$ cat config.mk
export PLATFORM = sky130hd
export DESIGN_NAME = shift_reg_param
export DESIGN_NICKNAME = d
export VERILOG_FILES = /design/src/rtl/shift_reg_param.sv
export SDC_FILE = /design/constraint.sdc
export NUM_CORES = 1
export LEC_CHECK = 0
export CORE_MARGIN = 10
export CORE_UTILIZATION = 46
export CTS_BUF_LIST = sky130_fd_sc_hd__clkbuf_16
export CTS_CLUSTER_SIZE = 14
export DETAILED_ROUTE_END_ITERATION = 6
export PLACE_DENSITY = 0.81
export SLEW_MARGIN = 10
export SYNTH_ARGS = -nofsm -noshare
export SYNTH_HDL_FRONTEND = slang
export SYNTH_SLANG_ARGS = --single-unit
$ cat constraint.sdc
create_clock -name clk -period 1.6 [get_ports clk]
set_clock_uncertainty 0.05 [all_clocks]
set_input_delay 0.32 -clock clk [delete_from_list [all_inputs] [get_ports clk]]
set_output_delay 0.32 -clock clk [all_outputs]
set_load 0.02 [all_outputs]
$ cat src/rtl/shift_reg_param.sv
// Parameterised shift/rotate/load register with counted multi-step operations.
// A small IDLE/BUSY/DONE controller sequences counted runs of shift, rotate or arithmetic steps.
module shift_reg_param #(
  parameter int WIDTH = 8,
  parameter int CW    = 4
) (
  input  logic             clk,
  input  logic             rst,
  input  logic             enb,
  input  logic             dir,
  input  logic             s_in,
  input  logic [2:0]       mode,
  input  logic [WIDTH-1:0] d,
  input  logic             start,
  input  logic [CW-1:0]    cnt,
  output logic [WIDTH-1:0] q,
  output logic             s_out,
  output logic             busy,
  output logic             done
);

  typedef enum logic [1:0] {IDLE, BUSY, DONE} state_t;

  localparam logic [2:0] MODE_LSH  = 3'b001;
  localparam logic [2:0] MODE_ROT  = 3'b010;
  localparam logic [2:0] MODE_LOAD = 3'b011;
  localparam logic [2:0] MODE_ASH  = 3'b100;

  typedef struct packed {
    logic [WIDTH-1:0] q;
    logic             out_valid;
    logic             out_bit;
  } step_t;

  // One step of an operation; out_valid marks steps that move a bit out of the register.
  function automatic step_t do_step(input logic [2:0] m, input logic dr, input logic si,
                                    input logic [WIDTH-1:0] cur, input logic [WIDTH-1:0] ld);
    step_t r;
    r.q         = cur;
    r.out_valid = 1'b0;
    r.out_bit   = dr ? cur[0] : cur[WIDTH-1];
    case (m)
      MODE_LSH: begin
        r.q         = dr ? {si, cur[WIDTH-1:1]} : {cur[WIDTH-2:0], si};
        r.out_valid = 1'b1;
      end
      MODE_ROT: begin
        r.q         = dr ? {cur[0], cur[WIDTH-1:1]} : {cur[WIDTH-2:0], cur[WIDTH-1]};
        r.out_valid = 1'b1;
      end
      MODE_ASH: begin
        r.q         = dr ? {cur[WIDTH-1], cur[WIDTH-1:1]} : {cur[WIDTH-2:0], 1'b0};
        r.out_valid = 1'b1;
      end
      MODE_LOAD: r.q = ld;
      default:   r.q = cur;
    endcase
    return r;
  endfunction

  state_t           state, state_nxt;
  logic [CW-1:0]    count, count_nxt;
  logic [2:0]       op_mode, op_mode_nxt;
  logic             op_dir, op_dir_nxt;
  logic [WIDTH-1:0] q_nxt;
  logic             s_out_nxt;
  step_t            step_free, step_busy;
  logic             counted;

  assign step_free = do_step(mode, dir, s_in, q, d);
  assign step_busy = do_step(op_mode, op_dir, s_in, q, d);
  assign counted   = (mode == MODE_LSH) || (mode == MODE_ROT) || (mode == MODE_ASH);

  // NOTE: every signal written here gets a default first so no path leaves it unassigned (no latches).
  always_comb begin
    state_nxt   = state;
    count_nxt   = count;
    op_mode_nxt = op_mode;
    op_dir_nxt  = op_dir;
    q_nxt       = q;
    s_out_nxt   = s_out;
    case (state)
      IDLE: begin
        if (enb) begin
          if (start && counted) begin
            op_mode_nxt = mode;
            op_dir_nxt  = dir;
            count_nxt   = cnt;
            state_nxt   = (cnt == '0) ? DONE : BUSY;
          end else begin
            q_nxt = step_free.q;
            if (step_free.out_valid) s_out_nxt = step_free.out_bit;
          end
        end
      end
      BUSY: begin
        if (enb) begin
          q_nxt     = step_busy.q;
          s_out_nxt = step_busy.out_bit;
          count_nxt = count - 1'b1;
          if (count == CW'(1)) state_nxt = DONE;
        end
      end
      DONE:    state_nxt = IDLE;
      default: state_nxt = IDLE;
    endcase
  end

  // NOTE: sequential state uses non-blocking assignments so all registers update together on the edge.
  always_ff @(posedge clk or posedge rst) begin
    if (rst) begin
      state   <= IDLE;
      count   <= '0;
      op_mode <= 3'b000;
      op_dir  <= 1'b0;
      q       <= '0;
      s_out   <= 1'b0;
    end else begin
      state   <= state_nxt;
      count   <= count_nxt;
      op_mode <= op_mode_nxt;
      op_dir  <= op_dir_nxt;
      q       <= q_nxt;
      s_out   <= s_out_nxt;
    end
  end

  assign busy = (state == BUSY);
  assign done = (state == DONE);

endmodule

==> reports/qor.csv, run 1 <==
stage,metric,value,unit
place,Port Buffers,31,
cells_and_area,Multi-input gate area,1020,sq um
cells_and_area,nets@finish,272,
timing,final slew viol count,0,
grt,largest net degree at the start of global routing,21,
clock_network,TritonCTS Sinks,19,
power,combinational power share,65.8,%
drt,WL per Instance,16.0,um
outcome,status,"complete, but fails checks",
grt,vias in the first global route,1669,
timing,RSZ-0062 raised after global routing,true,
logic_synthesis,mapped cell area,1490,sq um
grt,initial antenna violation count,0,
logic_synthesis,Post-synth ARST share,100,%
cells_and_area,P&R area growth vs syn,55.0,%
timing,Worst Tran Pin Value,253,ps
die,Die ar.,5920,sq um
cells_and_area,"leading cell type in the layout, fill and taps excluded",buf_4,
cells_and_area,n_diodes,0,
clock_network,CTS tree,done,
drt,TritonRoute pass-1 iters,5,
outcome,failing checks,setup timing,
critical_path,Reg2Reg Setup Slack,-8,ps
clock_network,clock root cell,clkbuf_16,
drt,Routed Wire Length,4680,um
logic_synthesis,sequential share of the synthesized area,31.9,%
timing,"Period Utilization, post-route",101,%
logic_synthesis,Synth Flop Type,dfrtp_1,
critical_path,critical path endpoint category,flip-flop,
logic_synthesis,main combinational cell family by area after synthesis,compound AO/OA/AOI/OAI gates,
grt,Global Route Usage Sum,15.4,%
drt,total number of vias,1679,
die,core area,3080,sq um
drt,1st-iter DRT viols,172,
die,die width,76.9,um
die,I/O pin count,32,
timing,"Setup violations, final",2,
critical_path,r2r worst-path depth,6,
power,Worst VDD drop,0.897,mV
grt,GR peak layer,met2,
power,internal power,2.51,mW
logic_synthesis,Syn Nets,205,
run,Max Cap Viol,0,
die,Die H,76.9,um
cells_and_area,"commonest cells after routing, fill and taps aside","buf_4, o21ai_0, dfrtp_1, clkdlybuf4s50_1",
logic_synthesis,"Avg Cell Area, Syn",8.19,sq um
power,Seq pwr share,22.8,%
timing,Fmax,622,MHz
logic_synthesis,xor-xnor portion of the synthesized cell area,1.76,%
power,Pleak,1.06,nW
logic_synthesis,Synth Area in Compound Gates,29.8,%
drt,ANT nets after route,0,
place,Inst Count DP,286,
clock_network,H-tree Lvls,1,
critical_path,kind of critical path,reg -> reg,
power,Tot Pwr,4.41,mW
critical_path,CP required,1680,ps
logic_synthesis,Synth Area in Simple Gates,16.4,%
min_path,Min-Delay Path Class,in -> async,
cells_and_area,share of cells above drive strength 1,31.9,%
power,Sw Ratio,43.1,%
drt,Post-route DRC,0,
critical_path,crit path capture,q[5]$_DFFE_PP0P_,
clock_network,clk_lat worst skew,250,ps
timing,slew margin rel.,82.6,%
timing,Final Worst Setup Slack,-8.47,ps
logic_synthesis,Synth Area in Adders,2.43,%
grt,met3 Resource Use GR,3.26,%
critical_path,Crit. Startpoint,state[0]$_DFFE_PP0P_,
die,Rows,20,
grt,met2 Use GR,24.5,%
critical_path,startpoint types,flip-flop,
grt,met1 Track Usage GR,19.6,%
cells_and_area,Filler cells,221,
logic_synthesis,post-synth cell types,45,
drt,Vias/cell,5.75,
logic_synthesis,mux share of post-synthesis cell area,11.6,%
grt,first-pass GRT wire length,7780,um
cells_and_area,register area,479,sq um
grt,grt total ovfl,0,
critical_path,CP Max Fanout,6,
die,effective utilization at floorplan,48.4,%
place,Final HPWL DP,3310,um
critical_path,Worst Path Arrival,1680,ps
clock_network,Num CTS Buffers,3,
power,switching component of the power,1.90,mW
timing,final hold violation count,0,
timing,Final min period,1610,ps
power,PwrDens,1910,nW/um^2
critical_path,RR Endpoint,q[5]$_DFFE_PP0P_,
logic_synthesis,Post-synth EDFFs,0,
place,placer congestion estimate,0.854,
clock_network,clk slew on worst S/H paths,50,ps
logic_synthesis,Mapped Cells,182,
clock_network,clock buffer depth,2,
cells_and_area,Finished Layout Cells,292,
power,Clk pwr share,11.5,%
logic_synthesis,synthesis-stage register bit count,19,
logic_synthesis,Yosys warning count,0,
critical_path,reg2reg start,state[0]$_DFFE_PP0P_,
cells by family after synthesis:
kind of cell             after synthesis
buffers and inverters                 22
multiplexers                          16
flip-flops                            19
adder cells (fa/ha/maj)                3
XOR/XNOR                               3
AO/OA/AOI/OAI                         71
AND/OR/NAND/NOR                       48
cells in the mapped netlist, types with 2 or more instances:
cell type	instances	area, sq um
o21ai_0	28	140
dfrtp_1	19	475
a21oi_1	13	65.1
nand2_1	12	45.0
inv_1	10	37.5
mux2i_1	9	90.1
nand3_1	9	45.0
nor2_1	7	26.3
nor2b_1	7	43.8
mux2_2	6	67.6
o211ai_1	6	45.0
clkbuf_1	5	18.8
nand2b_1	4	25.0
buf_1	3	11.3
nor3_1	3	15.0
nor3b_1	3	22.5
o2111ai_1	3	26.3
o21ai_1	3	15.0
o221ai_1	3	26.3
ha_1	2	25.0
o22ai_1	2	12.5
xor2_1	2	17.5
layer usage:
layer / share of wire, % / vias up
li1: - / 804
met1: 46 / 798
met2: 46 / 65
met3: 6.3 / 12
met4: 2.1 / 0
met5: 0 / -
worst max-delay path: stages (launching register included):
cell      delay (ps)
dfrtp_1          410
nand2b_1         150
clkinv_2         120
buf_6            130
mux2_4           330
o221ai_1         190
o21ai_0          100
how the worst min path moves through the flow:
stage,endpoint,slack [ps]
2_1_floorplan,count[0]$_DFFE_PP0P_,220
3_3_place_gp,count[1]$_DFFE_PP0P_,450
3_5_place_dp,count[1]$_DFFE_PP0P_,470
4_1_cts,q[4]$_DFFE_PP0P_,360
5_1_grt,s_out$_DFFE_PP0P_,390
6_report,state[0]$_DFFE_PP0P_,340
stage by stage:
stage | hold WS [ps] | setup TNS, ps | worst slack [ps] | instance area (sq um) | util (%)
6_report | 343 | -12.8 | -8.47 | 2310 | 75.0
5_1_grt | 392 | -471 | -71.3 | 2310 | 75.0
4_1_cts | 356 | -3.34 | -3.34 | 2210 | 71.7
3_5_place_dp | 466 | -7940 | -520 | 2120 | 69.0
3_3_place_gp | 451 | -7000 | -472 | 2120 | 69.0
2_1_floorplan | 221 | -63.6 | -63.6 | 1520 | -
timing repair:
item / 4_1_cts / 5_1_grt
setup buffers: 1 / 1
endpoints found under the hold margin: 0 / 0
pin swaps: 2 / 6
gates resized for setup: 23 / 41
endpoints found under the setup margin: 27 / 21
hold buffers: 0 / 0
power by group through the flow:
stage                     Sequential (mW)  Clock, mW  Combinational, mW
final                                1.00      0.506               2.90
after detailed placement            0.954          0               2.59
after global routing                 1.03      0.545               3.17
after CTS                           0.951      0.513               2.60
after global placement              0.947          0               2.55
after floorplan                      1.04          0               1.48
state kept, by name (all words and copies together), names as in the netlist:
register and cells:
count 4, op_dir 1, op_mode 3, q 8, s_out 1, state 2
area by class of cell:
cell class	instances	share of cell area, %
Multi-Input combinational cell	141	44.4
Clock buffer	3	3.25
Tap cell	44	2.38
Clock inverter	1	0.163
Sequential cell	19	20.7
Inverter	12	2.00
Timing Repair Buffer	72	27.1
Note: power is estimated with default switching activity, not from simulation.
==> run 2, diff against run 1 <==
Settings changed: CAP_MARGIN from default to 20, SLEW_MARGIN 10 to 20.
==> results of run 2 <==
The final DEF is identical to that of run 1; final timing and power are the same.
